`config.mk`:
```
export PLATFORM = sky130hd
export DESIGN_NAME = control_sequencer_flat
export DESIGN_NICKNAME = d
export VERILOG_FILES = /design/src/rtl/control_sequencer_if.sv /design/src/rtl/control_sequencer.sv /design/src/flat_wrapper.sv
export SDC_FILE = /design/constraint.sdc
export NUM_CORES = 1
export LEC_CHECK = 0
export CORE_ASPECT_RATIO = 0.8
export CORE_MARGIN = 2
export CORE_UTILIZATION = 49
export CTS_CLUSTER_SIZE = 16
export DETAILED_ROUTE_END_ITERATION = 16
export PLACE_DENSITY = 0.83
export SYNTH_ARGS = -nofsm -noshare
export SYNTH_HDL_FRONTEND = slang
export SYNTH_SLANG_ARGS = --single-unit
```
`constraint.sdc`:
```
create_clock -name clk -period 2.4 [get_ports clk]
set_input_delay 0.6 -clock clk [delete_from_list [all_inputs] [get_ports clk]]
set_output_delay 0.6 -clock clk [all_outputs]
set_load 0.01 [all_outputs]
```
`src/rtl/control_sequencer_if.sv`:
```
// +-----------------------------------------------------------------------------+
// | Module      : control_sequencer_if                                          |
// | Description : IR/flag/handshake inputs and control/status outputs of the    |
// |               control sequencer, grouped as one bundle.                     |
// | Revision    : 1.0 - initial release                                         |
// +-----------------------------------------------------------------------------+
`default_nettype none

interface control_sequencer_if;
    logic        run;
    logic        step;
    logic [3:0]  opcode;
    logic [2:0]  cond;
    logic        flag_zero;
    logic        flag_carry;
    logic        mem_ready;
    logic        io_ready;
    logic [15:0] ctrl;
    logic [4:0]  state_o;
    logic        busy;
    logic        fault;

    // master: the datapath/IR side that feeds the sequencer
    modport master (
        output run, step, opcode, cond, flag_zero, flag_carry, mem_ready, io_ready,
        input  ctrl, state_o, busy, fault
    );

    // slave: the sequencer itself
    modport slave (
        input  run, step, opcode, cond, flag_zero, flag_carry, mem_ready, io_ready,
        output ctrl, state_o, busy, fault
    );
endinterface

`default_nettype wire

```
`src/rtl/control_sequencer.sv`:
```
// +-----------------------------------------------------------------------------+
// | Module      : control_sequencer                                             |
// | Description : CPU fetch/decode/execute sequencer with memory/IO wait-state  |
// |               handshakes, wait timeout fault, halt and single-step.         |
// | Revision    : 1.0 - initial release                                         |
// +-----------------------------------------------------------------------------+
`default_nettype none

module control_sequencer #(
    parameter int WAIT_LIMIT = 16,
    parameter int CNT_W      = 5,
    parameter int STEP_EN    = 0
) (
    input  logic              clk,
    input  logic              rst_n,
    control_sequencer_if.slave bus
);

    typedef enum logic [4:0] {
        S_IDLE       = 5'd0,
        S_FETCH_PC   = 5'd1,
        S_FETCH_INST = 5'd2,
        S_DECODE     = 5'd3,
        S_ALU_EXEC   = 5'd4,
        S_ALU_OUT    = 5'd5,
        S_SET_MAR    = 5'd6,
        S_SET_REG    = 5'd7,
        S_SET_MEM    = 5'd8,
        S_MOVE_REG   = 5'd9,
        S_JUMP       = 5'd10,
        S_MOUT_STORE = 5'd11,
        S_ROUT_STORE = 5'd12,
        S_HALT       = 5'd13,
        S_FAULT      = 5'd14
    } state_t;

    localparam logic [3:0] OP_NOP  = 4'h0;
    localparam logic [3:0] OP_ALU  = 4'h1;
    localparam logic [3:0] OP_LD   = 4'h2;
    localparam logic [3:0] OP_ST   = 4'h3;
    localparam logic [3:0] OP_MOV  = 4'h4;
    localparam logic [3:0] OP_JMP  = 4'h5;
    localparam logic [3:0] OP_MOUT = 4'h6;
    localparam logic [3:0] OP_ROUT = 4'h7;
    localparam logic [3:0] OP_HALT = 4'hF;

    localparam int B_II   = 0;
    localparam int B_CI   = 1;
    localparam int B_CO   = 2;
    localparam int B_CS   = 3;
    localparam int B_RFI  = 4;
    localparam int B_RFO  = 5;
    localparam int B_EO   = 6;
    localparam int B_EE   = 7;
    localparam int B_MI   = 8;
    localparam int B_RO   = 9;
    localparam int B_RI   = 10;
    localparam int B_DA   = 11;
    localparam int B_GO   = 12;
    localparam int B_HALT = 13;

    localparam logic [CNT_W-1:0] c_last_wait = CNT_W'(WAIT_LIMIT - 1);

    state_t           r_state;
    logic [CNT_W-1:0] r_cnt;
    logic             r_fault;
    logic [3:0]       r_op;
    logic             r_first;

    logic             w_ja;
    logic             w_wait;
    logic             w_ready;
    logic             w_step_hold;
    logic [15:0]      w_ctrl;

    always_comb begin
        w_ja = 1'b0;
        case (bus.cond)
            3'd0:    w_ja = 1'b1;
            3'd1:    w_ja = bus.flag_carry;
            3'd2:    w_ja = ~bus.flag_carry;
            3'd3:    w_ja = bus.flag_zero;
            3'd4:    w_ja = ~bus.flag_zero;
            default: w_ja = 1'b0;
        endcase
    end

    // Which states wait on a handshake, and which ready releases them.
    always_comb begin
        w_wait  = 1'b0;
        w_ready = 1'b1;
        case (r_state)
            S_FETCH_INST, S_SET_REG, S_SET_MEM: begin
                w_wait  = 1'b1;
                w_ready = bus.mem_ready;
            end
            S_JUMP: begin
                w_wait  = w_ja;
                w_ready = bus.mem_ready;
            end
            S_MOUT_STORE: begin
                w_wait  = 1'b1;
                w_ready = bus.mem_ready & bus.io_ready;
            end
            S_ROUT_STORE: begin
                w_wait  = 1'b1;
                w_ready = bus.io_ready;
            end
            default: begin
                w_wait  = 1'b0;
                w_ready = 1'b1;
            end
        endcase
    end

    // The first FETCH_PC after leaving IDLE never waits for a step pulse.
    assign w_step_hold = (STEP_EN != 0) & ~r_first & ~bus.step;

    always_ff @(posedge clk) begin
        if (!rst_n) begin
            r_state <= S_IDLE;
            r_cnt   <= '0;
            r_fault <= 1'b0;
            r_op    <= 4'h0;
            r_first <= 1'b0;
        end else if (w_wait && !w_ready) begin
            if (r_cnt == c_last_wait) begin
                r_state <= S_FAULT;
                r_fault <= 1'b1;
                r_cnt   <= '0;
            end else begin
                r_cnt <= r_cnt + 1'b1;
            end
        end else begin
            r_cnt <= '0;
            case (r_state)
                S_IDLE: begin
                    if (bus.run) begin
                        r_state <= S_FETCH_PC;
                        r_first <= 1'b1;
                    end
                end
                S_FETCH_PC: begin
                    if (!w_step_hold) begin
                        r_state <= S_FETCH_INST;
                        r_first <= 1'b0;
                    end
                end
                S_FETCH_INST: r_state <= S_DECODE;
                S_DECODE: begin
                    r_op <= bus.opcode;
                    case (bus.opcode)
                        OP_NOP:  r_state <= S_FETCH_PC;
                        OP_ALU:  r_state <= S_ALU_EXEC;
                        OP_LD:   r_state <= S_SET_MAR;
                        OP_ST:   r_state <= S_SET_MAR;
                        OP_MOV:  r_state <= S_MOVE_REG;
                        OP_JMP:  r_state <= S_JUMP;
                        OP_MOUT: r_state <= S_SET_MAR;
                        OP_ROUT: r_state <= S_ROUT_STORE;
                        OP_HALT: r_state <= S_HALT;
                        default: begin
                            r_state <= S_FAULT;
                            r_fault <= 1'b1;
                        end
                    endcase
                end
                S_ALU_EXEC: r_state <= S_ALU_OUT;
                S_SET_MAR: begin
                    case (r_op)
                        OP_LD:   r_state <= S_SET_REG;
                        OP_ST:   r_state <= S_SET_MEM;
                        OP_MOUT: r_state <= S_MOUT_STORE;
                        default: r_state <= S_FETCH_PC;
                    endcase
                end
                S_ALU_OUT, S_SET_REG, S_SET_MEM, S_MOVE_REG,
                S_JUMP, S_MOUT_STORE, S_ROUT_STORE: r_state <= S_FETCH_PC;
                S_HALT:  r_state <= S_HALT;
                S_FAULT: r_state <= S_FAULT;
                default: begin
                    r_state <= S_FAULT;
                    r_fault <= 1'b1;
                end
            endcase
        end
    end

    always_comb begin
        w_ctrl = 16'h0000;
        case (r_state)
            S_FETCH_PC: begin
                w_ctrl[B_CO] = 1'b1;
                w_ctrl[B_MI] = 1'b1;
            end
            S_FETCH_INST: begin
                w_ctrl[B_RO] = 1'b1;
                w_ctrl[B_II] = 1'b1;
                w_ctrl[B_CI] = 1'b1;
            end
            S_ALU_EXEC: w_ctrl[B_EE] = 1'b1;
            S_ALU_OUT: begin
                w_ctrl[B_EO]  = 1'b1;
                w_ctrl[B_RFI] = 1'b1;
            end
            S_SET_MAR: begin
                w_ctrl[B_DA] = 1'b1;
                w_ctrl[B_MI] = 1'b1;
            end
            S_SET_REG: begin
                w_ctrl[B_RO]  = 1'b1;
                w_ctrl[B_RFI] = 1'b1;
            end
            S_SET_MEM: begin
                w_ctrl[B_RFO] = 1'b1;
                w_ctrl[B_RI]  = 1'b1;
            end
            S_MOVE_REG: begin
                w_ctrl[B_RFO] = 1'b1;
                w_ctrl[B_RFI] = 1'b1;
            end
            S_JUMP: begin
                w_ctrl[B_CI] = 1'b1;
                w_ctrl[B_RO] = w_ja;
                w_ctrl[B_CS] = w_ja;
            end
            S_MOUT_STORE: begin
                w_ctrl[B_RO] = 1'b1;
                w_ctrl[B_GO] = 1'b1;
            end
            S_ROUT_STORE: begin
                w_ctrl[B_RFO] = 1'b1;
                w_ctrl[B_GO]  = 1'b1;
            end
            S_HALT, S_FAULT: w_ctrl[B_HALT] = 1'b1;
            default: w_ctrl = 16'h0000;
        endcase
    end

    assign bus.ctrl    = w_ctrl;
    assign bus.state_o = r_state;
    assign bus.busy    = (r_state != S_IDLE) && (r_state != S_HALT) && (r_state != S_FAULT);
    assign bus.fault   = r_fault;

endmodule

`default_nettype wire
```
`src/flat_wrapper.sv`:
```
// flat-port wrapper written by rule: the top's interface ports become plain ports
module control_sequencer_flat 
#(
    parameter int WAIT_LIMIT = 16,
    parameter int CNT_W      = 5,
    parameter int STEP_EN    = 0
)
  (clk, rst_n, bus_run, bus_step, bus_opcode, bus_cond, bus_flag_zero, bus_flag_carry, bus_mem_ready, bus_io_ready, bus_ctrl, bus_state_o, bus_busy, bus_fault);
  control_sequencer_if bus_i ();
  input  logic clk;
  input  logic rst_n;
  input wire logic [$bits(bus_i.run)-1:0] bus_run;
  input wire logic [$bits(bus_i.step)-1:0] bus_step;
  input wire logic [$bits(bus_i.opcode)-1:0] bus_opcode;
  input wire logic [$bits(bus_i.cond)-1:0] bus_cond;
  input wire logic [$bits(bus_i.flag_zero)-1:0] bus_flag_zero;
  input wire logic [$bits(bus_i.flag_carry)-1:0] bus_flag_carry;
  input wire logic [$bits(bus_i.mem_ready)-1:0] bus_mem_ready;
  input wire logic [$bits(bus_i.io_ready)-1:0] bus_io_ready;
  output wire logic [$bits(bus_i.ctrl)-1:0] bus_ctrl;
  output wire logic [$bits(bus_i.state_o)-1:0] bus_state_o;
  output wire logic [$bits(bus_i.busy)-1:0] bus_busy;
  output wire logic [$bits(bus_i.fault)-1:0] bus_fault;
  assign bus_i.run = bus_run;
  assign bus_i.step = bus_step;
  assign bus_i.opcode = bus_opcode;
  assign bus_i.cond = bus_cond;
  assign bus_i.flag_zero = bus_flag_zero;
  assign bus_i.flag_carry = bus_flag_carry;
  assign bus_i.mem_ready = bus_mem_ready;
  assign bus_i.io_ready = bus_io_ready;
  assign bus_ctrl = bus_i.ctrl;
  assign bus_state_o = bus_i.state_o;
  assign bus_busy = bus_i.busy;
  assign bus_fault = bus_i.fault;
  control_sequencer #(.WAIT_LIMIT(WAIT_LIMIT), .CNT_W(CNT_W), .STEP_EN(STEP_EN)) u_core (.clk(clk), .rst_n(rst_n), .bus(bus_i));
endmodule
```
## Word-level counts from Yosys, hierarchy flattened

Index checks and enable logic that the tools add are counted.

| word-level totals | value |
|---|---|
| register bits | 15 |
| input port bits | 15 |
| output and inout port bits | 23 |
| word-level logic and storage cells | 98 |

| cells by class | value |
|---|---|
| add/sub/neg operators | 1 |
| equality and inequality tests | 36 |
| mux-type cells | 27 |
| bitwise logic cells | 5 |
| reduce and logical (&&, ||, !) cells | 25 |

Operators by type and width:

| operator | count |
|---|---|
| 5-bit by 4-bit equality test with 1-bit output, second input constant | 8 |
| 5-bit case mux with 8 select lines | 1 |
| 4-bit case mux with 7 select lines | 1 |
| 4-bit by 3-bit equality test with 1-bit output, second input constant | 5 |
| 5-bit by 3-bit equality test with 1-bit output, second input constant | 4 |
| 4-bit by 2-bit equality test with 1-bit output, second input constant | 4 |
| 1-bit two-way mux | 16 |
| 5-bit two-way mux | 3 |
| 3-bit OR reduction | 5 |
| 14-bit OR reduction | 1 |
| 4-bit case mux with 3 select lines | 1 |
| 5-bit by 2-bit equality test with 1-bit output, second input constant | 2 |
| 5-bit by 4-bit inequality test with 1-bit output, second input constant | 2 |
| 9-bit OR reduction | 1 |
| 2-bit OR reduction | 4 |
| 7-bit OR reduction | 1 |
| 3-bit by 2-bit equality test with 1-bit output, second input constant | 2 |
| 3-bit by 2-bit inequality test with 1-bit output, second input constant | 2 |
| 1-bit case mux with 2 select lines | 3 |
| 5-bit by 1-bit adder with 5-bit output, second input constant | 1 |
| 5-bit by 1-bit equality test with 1-bit output, second input constant | 1 |
| 5-bit zero test | 1 |
| 1-bit case mux with 5 select lines | 1 |
| 5-bit nonzero test | 1 |
| 17 further kinds | 23 |

## Longest topological paths before layout

Gate-level depths: netlist of the first run.

| depth | value |
|---|---|
| word-level depth | 7 |
| depth in mapped cells | 7 |
| mapped depth without buffers | 6 |

## Worst setup path after synthesis of the first run

OpenSTA, ideal clock, no wires.

| path | value |
|---|---|
| path kind | input-to-output |
| start point | in bus_cond[0] |
| end point | out bus_ctrl[9] |
| arrival | 1.561 ns |
| required time | 1.800 ns |
| setup slack | 0.239 ns |
| stages | 5 |
| buffers on the path | 0 |
| cells stage by stage | or2_2 > a21oi_1 > or2_2 > nor2_1 > a211oi_1 |

| between the ends | value |
|---|---|
| cells in the longest elaborated chain, start to end | 3 |
| elaborated cells between the ends (all ways) | 7 |
| those cells by class | eq/ne (4); mux (2); reduce/logical (1) |

Ends and longest elaborated chain:

| item | line | RTL |
|---|---|---|
| from (decl) | flat_wrapper.sv:15 | `input wire logic [$bits(bus_i.cond)-1:0] bus_cond;` |
| 3-bit equality test (tied with other cells) | control_sequencer.sv:78 | `case (bus.cond)` |
| 1-bit case mux with 5 select lines (*) | control_sequencer.sv:78 |  |
| 1-bit case mux with 2 select lines (*) | control_sequencer.sv:191 | `case (r_state)` |
| to (decl) | flat_wrapper.sv:20 | `output wire logic [$bits(bus_i.ctrl)-1:0] bus_ctrl;` |

Every way passes the cells marked *; elsewhere a longest branch is shown, timed or not.

## Worst setup path after layout of the first run

Same ends and word-level chain as after synthesis.

==> impl_metrics.ini, run 1 <==
[critical_path]
start_kind = primary input
endpoint_kind = primary output
r2r_slack_ns = 0.55
crit_required_ns = 1.80
r2r_start = u_core.bus.state_o[3]
regToRegEndpoint = u_core.bus.state_o[2]
path_max_fanout = 3
critical_path_class = primary input to primary output
r2r_cells = 7
cp.arrival_ns = 1.78

[timing]
setup_ws_ns = 0.02172
setup_viol = 0
fin_crit_sh_pct = 99.10
final.min_clock_period_ns = 2.378
finalHoldViolations = 0
setup_tns_ns = 0
finClkSkew_ns = 0.002696
slew_viol_final = 0
rsz0062_at_grt = true
fmax_mhz = 420.5

[pwr]
p_leak_uw = 0.0007196
ir_drop_mv = 0.3645
power.density_nw_per_um2 = 637.6

[status]
status = finished with violations
violations = DRC

[finish]
nets = 223
antenna_cells = 0
drive_gt1_share_pct = 25.85
area_delta_synth_final_pct = 49.47
n_fill_cell = 153
stdcell_area_um2 = 1750

[route]
drt_iter0_markers = 70
drt_wl_total_um = 3595
wl_per_cell_um = 15.63
dr_wl_met2_um = 1675
num_vias = 1377
wl_met3_um = 298
postRouteAntennaNets = 0
wl_met1_um = 1579
drtPass1Iterations = 10
top_layer = met4
vias_per_cell = 5.987
drc = 2

[grt]
grt_pass1_wl_um = 5582
grt_pass1_vias = 1210
antenna_found_initial = 0
track_usage_pct = 27.10
grt_max_degree = 16
grt_remaining_overflow = 0

[synth]
synth-edff-count = 0
async_flop_share_pct = 0
synthFlopType = dfxtp_1
synth.area.top_cells = dfxtp_1, nor2_1, o21ai_0
synth_top_area_cell = dfxtp_1
synth_commonest_cells = nor2_1, dfxtp_1, o21ai_0
ys_warn_count = 0
yosys.area.top_type_share_pct = 23.93
syn_area_per_cell_um2 = 7.654
synthCells = 153
syn-cell-area_um2 = 1171
synth_cell_types = 50
yosysMostFrequentCell = nor2_1
ys_ff_latch = 14
yosysSeqAreaShare_pct = 23.93

[clock_tree]
clk_latency_ns = 0.28
cts_tree = built
clk_path_buf_depth = 2
cts_max_level = 1
cts.sinks = 14
cts_buffers = 3
cts_hold_buf = 0
cts.clk_slew.worst_paths_ns = 0.08
cts_root_buf = clkbuf_4

[placement]
gp_congestion = 0.8724
dp_slack_ns = -0.6729
portBuffers = 33
hpwl_um = 2625
placed_cell_area_um2 = 1590

[hold_path]
hold_depth = 2
min_to = u_core.r_op[3]
worstHoldStart = u_core.r_op[3]
min_path_type = flip-flop to flip-flop

[floorplan]
die_area_um2 = 2800
rows = 15
core_area_um2 = 2215
die_w_um = 58.66
initial_core_util_pct = 52.88
io_pins = 38
die_h_um = 47.73

[run]
cap_violations = 0
layer usage:
metal | vias up | global-route usage (%)
met5 | - | 0
met4 | 0 | 4.091
met3 | 6 | 7.027
met2 | 75 | 46.29
met1 | 633 | 35.99
li1 | 663 | -
power breakdown:
part           internal (µW)  switching (µW)  leakage, µW
Sequential               263            65.0     0.000116
Combinational            302             319     0.000583
Clock                   92.2            74.8    0.0000210
cell type report:
class	count	area (µm²)	area share (%)
clock buffers	4	36.28	2.073
inverters	4	15.01	0.8578
multi-input cells	126	874.6	49.96
flip-flops and latches	14	292.8	16.73
well taps	25	31.28	1.787
repair buffers	57	500.5	28.59
worst max-delay path, stage by stage:
cell and delay (ns):
dlygate4sd2_1 0.26, or2_4 0.26, a21oi_4 0.14, or2_4 0.14, nor2_1 0.05, a211oi_2 0.17, buf_2 0.17
kinds of logic (layout without fill, tap and decap cells):
family / count (synthesis) / in the layout / synth area share [%]
compound gates: 49 / 49 / 31.09
fa+ha+maj: 2 / 2 / 2.136
buf+inv: 15 / 65 / 6.624
xor+xnor: 3 / 3 / 2.244
flops: 14 / 14 / 23.93
simple gates: 68 / 68 / 32.80
mux: 1 / 1 / 0.8547
other cells: 1 / 3 / 0.3202
stage by stage:
stage               std cells  hold WS [ns]  power, µW  utilization [%]
finish                    230        0.4897       1116            79.04
global placement          217        0.4683      884.6            71.81
global route              230        0.5288       1179            79.04
CTS                       230        0.4886       1086            77.46
detailed placement        217        0.4769      903.5            71.81
floorplan                 155        0.4523      638.3                -
how the worst max path moves through the flow:
stage	to	slack [ns]	from
floorplan	bus_ctrl[9]	0.24	bus_cond[0]
global placement	bus_ctrl[9]	-0.57	bus_cond[0]
detailed placement	bus_ctrl[9]	-0.67	bus_cond[0]
CTS	bus_busy	0.008	u_core.bus.state_o[0]
global route	bus_ctrl[9]	-0.009	bus_cond[0]
finish	bus_ctrl[9]	0.02	bus_cond[0]
layout by cell type (no fill, tap or decap), drive strengths merged, types with 3 or more instances in the layout:
| cell type | count |
|---|---|
| conb | 3 |
| clkbuf | 4 |
| nor2 | 20 |
| o21ai | 15 |
| nand2b | 8 |
| clkdlybuf4s50 | 24 |
| inv | 4 |
| or2 | 5 |
| dfxtp | 14 |
| nand3 | 5 |
| nor2b | 3 |
| buf | 26 |
| a21boi | 6 |
| nand2 | 9 |
| dlygate4sd2 | 4 |
| and4 | 3 |
| a21oi | 8 |
| o31ai | 3 |
registers in the layout, summed over array words and instances (netlist names):
signal / count
u_core.bus.fault: 1
u_core.r_cnt: 5
u_core.bus.state_o: 4
u_core.r_op: 4
what timing repair did:
action | in CTS | in global routing
endpoints found under the setup margin | 11 | 11
cloned | 0 | 0
resized for setup | 26 | 11
buffers inserted | 9 | 0
pin swaps | 4 | 2
Note: power is estimated with default switching activity, not from simulation.
==> run 2, diff against run 1 <==
CELL_PAD_IN_SITES_DETAIL_PLACEMENT = 1   (was unset)
CELL_PAD_IN_SITES_GLOBAL_PLACEMENT = 1   (was unset)
CORE_UTILIZATION = 35   (was 49)
PLACE_DENSITY = 0.84   (was 0.83)
clock period = 2.75 ns   (was 2.4 ns; I/O delays follow)
==> impl_metrics.ini, run 2 (synthesis results as in run 1) <==
[pwr]
power.switching_uw = 403.0
seq_power_share_pct = 28.0
pwr-share-clk_pct = 19.9
combPwrFrac_pct = 52.1
total_power_uw = 992.2
p_int_uw = 589.1
ir_drop_mv = 0.3678
p_leak_uw = 0.0006345
swShare_pct = 40.62
power.density_nw_per_um2 = 601.2

[clock_tree]
cts_buffers = 3
clk_latency_ns = 0.24
cts_tree = built
cts_root_buf = clkbuf_8
cts_hold_buf = 0
cts_max_level = 1
cts.clk_slew.worst_paths_ns = 0.05
clk_path_buf_depth = 2
cts.sinks = 14

[finish]
drive_gt1_share_pct = 16.15
final_common_cell = clkdlybuf4s50_1
n_fill_cell = 384
final_cell_mix = clkdlybuf4s50_1, nor2_1, dfxtp_1
seq_area_um2 = 281.5
multi_input_area_um2 = 843.3
area_delta_synth_final_pct = 40.92
antenna_cells = 0
regMostFlops = u_core.r_cnt
nets = 210
instances_no_fill = 232
largest_register_ffs = 5

[timing]
holdWs_ns = 0.4960
finClkSkew_ns = 0.004844
fmax_mhz = 375.4
setup_tns_ns = 0
finalHoldViolations = 0
rsz0062_at_grt = false
fin_crit_sh_pct = 96.86
final.min_clock_period_ns = 2.664
setup_ws_ns = 0.08646
slew_viol_final = 0
setup_viol = 0

[floorplan]
initial_core_util_pct = 37.41
die_h_um = 55.74
io_pins = 38
die_w_um = 68.67
rows = 18
core_area_um2 = 3131
die_area_um2 = 3828

[grt]
track_usage_pct = 21.80
grt_pass1_vias = 1320
grt_max_degree = 19
antenna_found_initial = 0
grt_remaining_overflow = 0
grt_pass1_wl_um = 6423

[critical_path]
cp.arrival_ns = 1.98
crit_start = bus_cond[2]
r2r_start = u_core.bus.state_o[3]
endpoint_kind = primary output
crit_required_ns = 2.06
critical_path_class = primary input to primary output
start_kind = primary input
path_max_fanout = 2

[placement]
hpwl_um = 3023
gp_congestion = 0.8074
dp_slack_ns = -0.5391
dp.cells = 226
portBuffers = 33

[route]
postRouteAntennaNets = 0
drc = 0
vias_per_cell = 5.573
wl_per_cell_um = 16.84
num_vias = 1293
drt_wl_total_um = 3906
drt_iter0_markers = 53
drtPass1Iterations = 4

[run]
cap_violations = 0

[hold_path]
worstHoldStart = u_core.r_op[1]
min_path_type = flip-flop to flip-flop

[status]
status = completed
## run 2: cell types whose count changed in the layout (fill, tap and decap cells not counted), sizes merged
cell | previous run | this run
buf | 26 | 13
dlygate4sd2 | 4 | 2
clkdlybuf4s15 | 1 | 0
clkdlybuf4s50 | 24 | 27
## run 2: final cells by class
cell class | instances | share of cell area [%]
Tap cell | 40 | 3.033
Timing Repair Buffer | 44 | 24.56
Inverter | 4 | 0.9098
Sequential cell | 14 | 17.06
Multi-Input combinational cell | 126 | 51.10
Clock buffer | 4 | 3.336
## run 2: metrics by stage
step / util [%] / area (µm²)
3_5_place_dp: 49.96 / 1564
6_report: 52.72 / 1650
4_1_cts: 52.16 / 1633
3_3_place_gp: 49.96 / 1564
5_1_grt: 52.72 / 1650
2_1_floorplan: - / 1179
## run 2: power by group through the flow
stage                     combinational, µW  sequential [µW]  clock (µW)
after floorplan                         307              250           0
after global placement                  488              276           0
after detailed placement                507              279           0
after CTS                               510              275         201
after global routing                    558              283         212
final                                   517              277         198
## run 2: what timing repair did
item	4_1_cts	5_1_grt
endpoints found under the setup margin	4	2
pin swaps	3	4
setup buffers	2	0
resized for setup	14	5
endpoints found under the hold margin	0	0
## run 2: layer usage
| metal | track usage, % | wire (µm) | vias to the layer above |
|---|---|---|---|
| li1 | - | - | 632 |
| met1 | 31.47 | 1890 | 633 |
| met2 | 33.38 | 1825 | 24 |
| met3 | 4.858 | 145 | 4 |
| met4 | 3.429 | 46 | 0 |
| met5 | 0 | 0 | - |
## run 2: critical path: stages
cell and delay (ns):
clkdlybuf4s50_1 0.44, nand2b_1 0.19, a21oi_4 0.14, or2_4 0.14
nor2_1 0.04, a211oi_1 0.17, buf_2 0.17
## run 2: worst paths after layout
path	to	slack [ns]	cells past startpoint
setup / recovery	bus_ctrl[9]	0.09	7
hold / removal	u_core.r_op[1]	0.50	2
setup reg to reg	u_core.bus.state_o[2]	0.80	6
hold reg to reg	u_core.r_op[1]	0.50	2
==> run 3, diff against run 2 <==
CORE_ASPECT_RATIO = 1.25   (was 0.8)
==> impl_metrics.ini, run 3 (synthesis results as in run 1) <==
[finish]
nets = 210
multi_input_area_um2 = 865.8
area_delta_synth_final_pct = 43.16
largest_register_ffs = 5
utilization_pct = 52.49
n_fill_cell = 407
final_cell_mix = clkdlybuf4s50_1, nor2_1, o21ai_0, dfxtp_1, buf_4
antenna_cells = 0
seq_area_um2 = 282.8
instances_no_fill = 229
final_common_cell = clkdlybuf4s50_1
regMostFlops = u_core.r_cnt
drive_gt1_share_pct = 18.23
stdcell_area_um2 = 1677

[critical_path]
endpoint_kind = primary output
critPathSlowestCell = clkdlybuf4s50_1
cp.arrival_ns = 1.95
start_kind = flip-flop
path_max_fanout = 13
crit_required_ns = 2.06
cpPeakStageDelay_ns = 0.60
crit_chain = and2_1 -> a21boi_0 -> clkdlybuf4s50_1
r2r_slack_ns = 0.84
critical_path_class = flip-flop to primary output

[timing]
finClkSkew_ns = 0.001770
setup_viol = 0
rsz0062_at_grt = false
final.min_clock_period_ns = 2.640
finalHoldViolations = 0
setup_ws_ns = 0.1097
fin_crit_sh_pct = 96.01
setup_tns_ns = 0
fmax_mhz = 378.8
slew_viol_final = 0

[pwr]
ir_drop_mv = 0.3840
p_leak_uw = 0.0006572
power.density_nw_per_um2 = 593.0

[route]
num_vias = 1277
vias_per_cell = 5.576
postRouteAntennaNets = 0
drc = 0
wl_per_cell_um = 17.07
drtPass1Iterations = 4
drt_iter0_markers = 24
drt_wl_total_um = 3908

[grt]
grt_remaining_overflow = 0
grt_pass1_vias = 1355
grt_pass1_wl_um = 6182
track_usage_pct = 20.34
grt_max_degree = 17
antenna_found_initial = 0

[clock_tree]
cts_root_buf = clkbuf_8
cts.sinks = 14
clk_path_buf_depth = 2
cts_hold_buf = 0
cts.clk_slew.worst_paths_ns = 0.06
cts_buffers = 3
cts_max_level = 1
clk_latency_ns = 0.25
cts_tree = built

[floorplan]
die_h_um = 68.68
core_area_um2 = 3194
initial_core_util_pct = 36.66
io_pins = 38
die_area_um2 = 3828
rows = 23
die_w_um = 55.74

[status]
status = completed

[placement]
portBuffers = 33
dp_slack_ns = -0.4880
gp_congestion = 0.8178
hpwl_um = 2942
dp.cells = 223
placed_cell_area_um2 = 1560

[run]
cap_violations = 0

[hold_path]
min_path_type = flip-flop to flip-flop
-- run 3: worst paths after layout --
path	startpoint	end	cells past startpoint
max	u_core.bus.state_o[2]	bus_ctrl[13]	3
min	u_core.r_op[3]	u_core.r_op[3]	2
min reg2reg	u_core.r_op[3]	u_core.r_op[3]	2
max reg2reg	u_core.bus.state_o[3]	u_core.bus.state_o[2]	6
-- run 3: layout make-up --
cell class,instances,area share [%]
multi-input cells,126,51.64
repair buffers,44,24.55
flip-flops and latches,14,16.87
clock buffers,4,3.284
well taps,37,2.761
inverters,4,0.8955
-- run 3: repair_timing --
item	4_1_cts	5_1_grt
gates resized for setup	13	12
buffers inserted	2	0
setup endpoints to repair	2	4
pin swaps	2	3
-- run 3: where the power goes --
group	internal, µW	switching [µW]
Sequential	226	52.5
Clock	127	72.7
Combinational	244	272
Total	597	398
-- run 3: per-stage QoR --
stage | total power, µW | hold WS [ns]
floorplan | 557.0 | 0.4523
global placement | 767.2 | 0.4693
detailed placement | 788.5 | 0.4947
CTS | 989.9 | 0.5123
global route | 1060 | 0.5280
finish | 994.3 | 0.5017
-- run 3: metal layers --
layer | vias up | wire [µm] | global-route usage, %
li1 | 632 | - | -
met1 | 605 | 1545 | 21.76
met2 | 33 | 2166 | 42.41
met3 | 7 | 133 | 2.799
met4 | 0 | 62 | 4.268
met5 | - | 0 | 0
-- run 3: critical path, delay by kind of cell (launching register included) --
family / cells / cell delay [ns]
DFF: 1 / 0.56
buffers and inverters: 1 / 0.60
AOI/OAI and AO/OA: 1 / 0.28
and+or+nand+nor: 1 / 0.26
==> RTL edit: new RTL, settings of run 2 <==
`CNT_W` is set to 5 in 2 places; all go to 10.
--- a/src/rtl/control_sequencer.sv
+++ b/src/rtl/control_sequencer.sv
@@ -10,3 +10,3 @@
     parameter int WAIT_LIMIT = 16,
-    parameter int CNT_W      = 5,
+    parameter int CNT_W      = 10,
     parameter int STEP_EN    = 0
--- a/src/flat_wrapper.sv
+++ b/src/flat_wrapper.sv
@@ -4,3 +4,3 @@
     parameter int WAIT_LIMIT = 16,
-    parameter int CNT_W      = 5,
+    parameter int CNT_W      = 10,
     parameter int STEP_EN    = 0
Check against the original RTL: no difference found for any inputs over 10 cycles, from zero or initial values and one cycle with rst_n low; that may be too few to reach the edited logic, so the function may still have changed.
==> RTL edit against run 2 <==
Largest power group unchanged; sequential cell count rose by 5; worst setup slack worse by 10 ps; synthesized area is 11% higher; wire length grew 0.51%; non-clock buffer count shrank 2; utilization fell by 2.0 points; first-iteration DRC count increased by 21%; combinational power increased by 60%; total power rose by 45%; sequential power up 49%; final area increased by 7.4%; maximum frequency shrank 0.38%; clock skew up 0.72 ps; critical endpoint is now bus_ctrl[12].
==> RTL edit: results (changes against run 2) <==
clocking:
  postCtsResizedCells: 11  # -3
  postCtsSetupBuffers: 0  # -2
  clkTransAtPathRegs_ps: 70  # +20 ps
  clk_latency_ps: 260  # +20 ps
yosys:
  synthTopCellsByCount: "nor2_1, dfxtp_1, nand2_1, nor3_1"
  postSynthCellCount: 169  # +10%
  synthArstFlopShare_pct: 0  # unchanged
  synth-seq-area-share_pct: 29.3  # +5.4 points
  synth_cell_types: 54  # +8.0%
  synth_compound_area_share_pct: 21.5  # -9.6 points
  yosys.area_share.adder_pct: 0.964  # -1.2 points
  synthMuxAreaShare_pct: 3.09  # +2.2 points
  synthTopCellsByArea: "dfxtp_1, nor2_1, nand2_1"
worst_setup_path:
  r2r_setup_slack_ps: 610  # -190 ps
  r2r_cells: 7  # +1
  path_max_fanout: 8  # +6
  cpPeakStageDelay_ps: 540  # +100 ps
  timing.rr.start: "u_core.bus.state_o[2]"
global_route:
  grt_usage_pct: 19.6  # -2.2 points
  grt_pass1_vias: 1376  # +4.2%
  grt_pass1_wl_mm: 6.47  # +0.76%
  grt_max_degree: 15  # -4
placed_design:
  post_dp_cell_area_sq_um: 1700  # +8.8%
  post-place-ws_ps: -478  # +60.9 ps
  numPortBuffers: 33  # unchanged
  hpwl_mm: 3.15  # +4.3%
sta:
  fin_skew_ps: 5.57  # +0.723 ps
  tightestPinTransition_ps: 538
  timing.hold.ws_ps: 472  # -24.0 ps
route:
  wl_met2_mm: 1.92  # +5.0%
  wl_met3_um: 147  # +1.4%
  drt-initial-drc-count: 64  # +21%
  wl_per_cell_um: 15.8  # -6.4%
  met1_length_mm: 1.84  # -2.9%
hold_path:
  min_to: "u_core.r_cnt[0]"
  min_from: "u_core.r_cnt[0]"
  whs_path_depth: 1  # -1
power:
  net-switching-power_mw: 0.612  # +52%
  power.total_mw: 1.43  # +45%
  pwr-share-clk_pct: 13.7  # -6.2 points
  leakagePower_nw: 0.651  # +2.6%
  peakVddDrop_uv: 426  # +16%
  pg_seq_mw: 0.412  # +49%
final_layout:
  fin_nets: 224  # +6.7%
  fin_cells: 249  # +7.3%
  drive_gt1_share_pct: 15.5  # -0.69 points
  largest_register_ffs: 10  # +5
run_status:
  status: "completed"
die:
  start_util_pct: 37.1  # -0.28 points
RTL edit: worst max-delay path by stage:
stage,start,endpoint,slack [ps]
floorplan,bus_cond[0],bus_ctrl[9],530
global placement,bus_cond[0],bus_ctrl[9],-420
detailed placement,bus_cond[0],bus_ctrl[9],-480
CTS,bus_flag_carry,bus_ctrl[9],7
global route,u_core.bus.state_o[2],bus_ctrl[12],2
finish,u_core.bus.state_o[2],bus_ctrl[12],80
RTL edit: routing by layer:
| layer | track usage [%] | vias up |
|---|---|---|
| li1 | - | 672 |
| met1 | 25.5 | 662 |
| met2 | 34.2 | 33 |
| met3 | 3.77 | 4 |
| met4 | 3.77 | 0 |
| met5 | 0 | - |
RTL edit: final cells by class:
| type | count | area, sq um |
|---|---|---|
| well taps | 42 | 52.6 |
| flip-flops and latches | 19 | 384 |
| fillers | 425 | 1720 |
| multi-input cells | 136 | 870 |
| clock inverters | 1 | 5.00 |
| repair buffers | 42 | 398 |
| clock buffers | 3 | 41.3 |
| inverters | 6 | 22.5 |
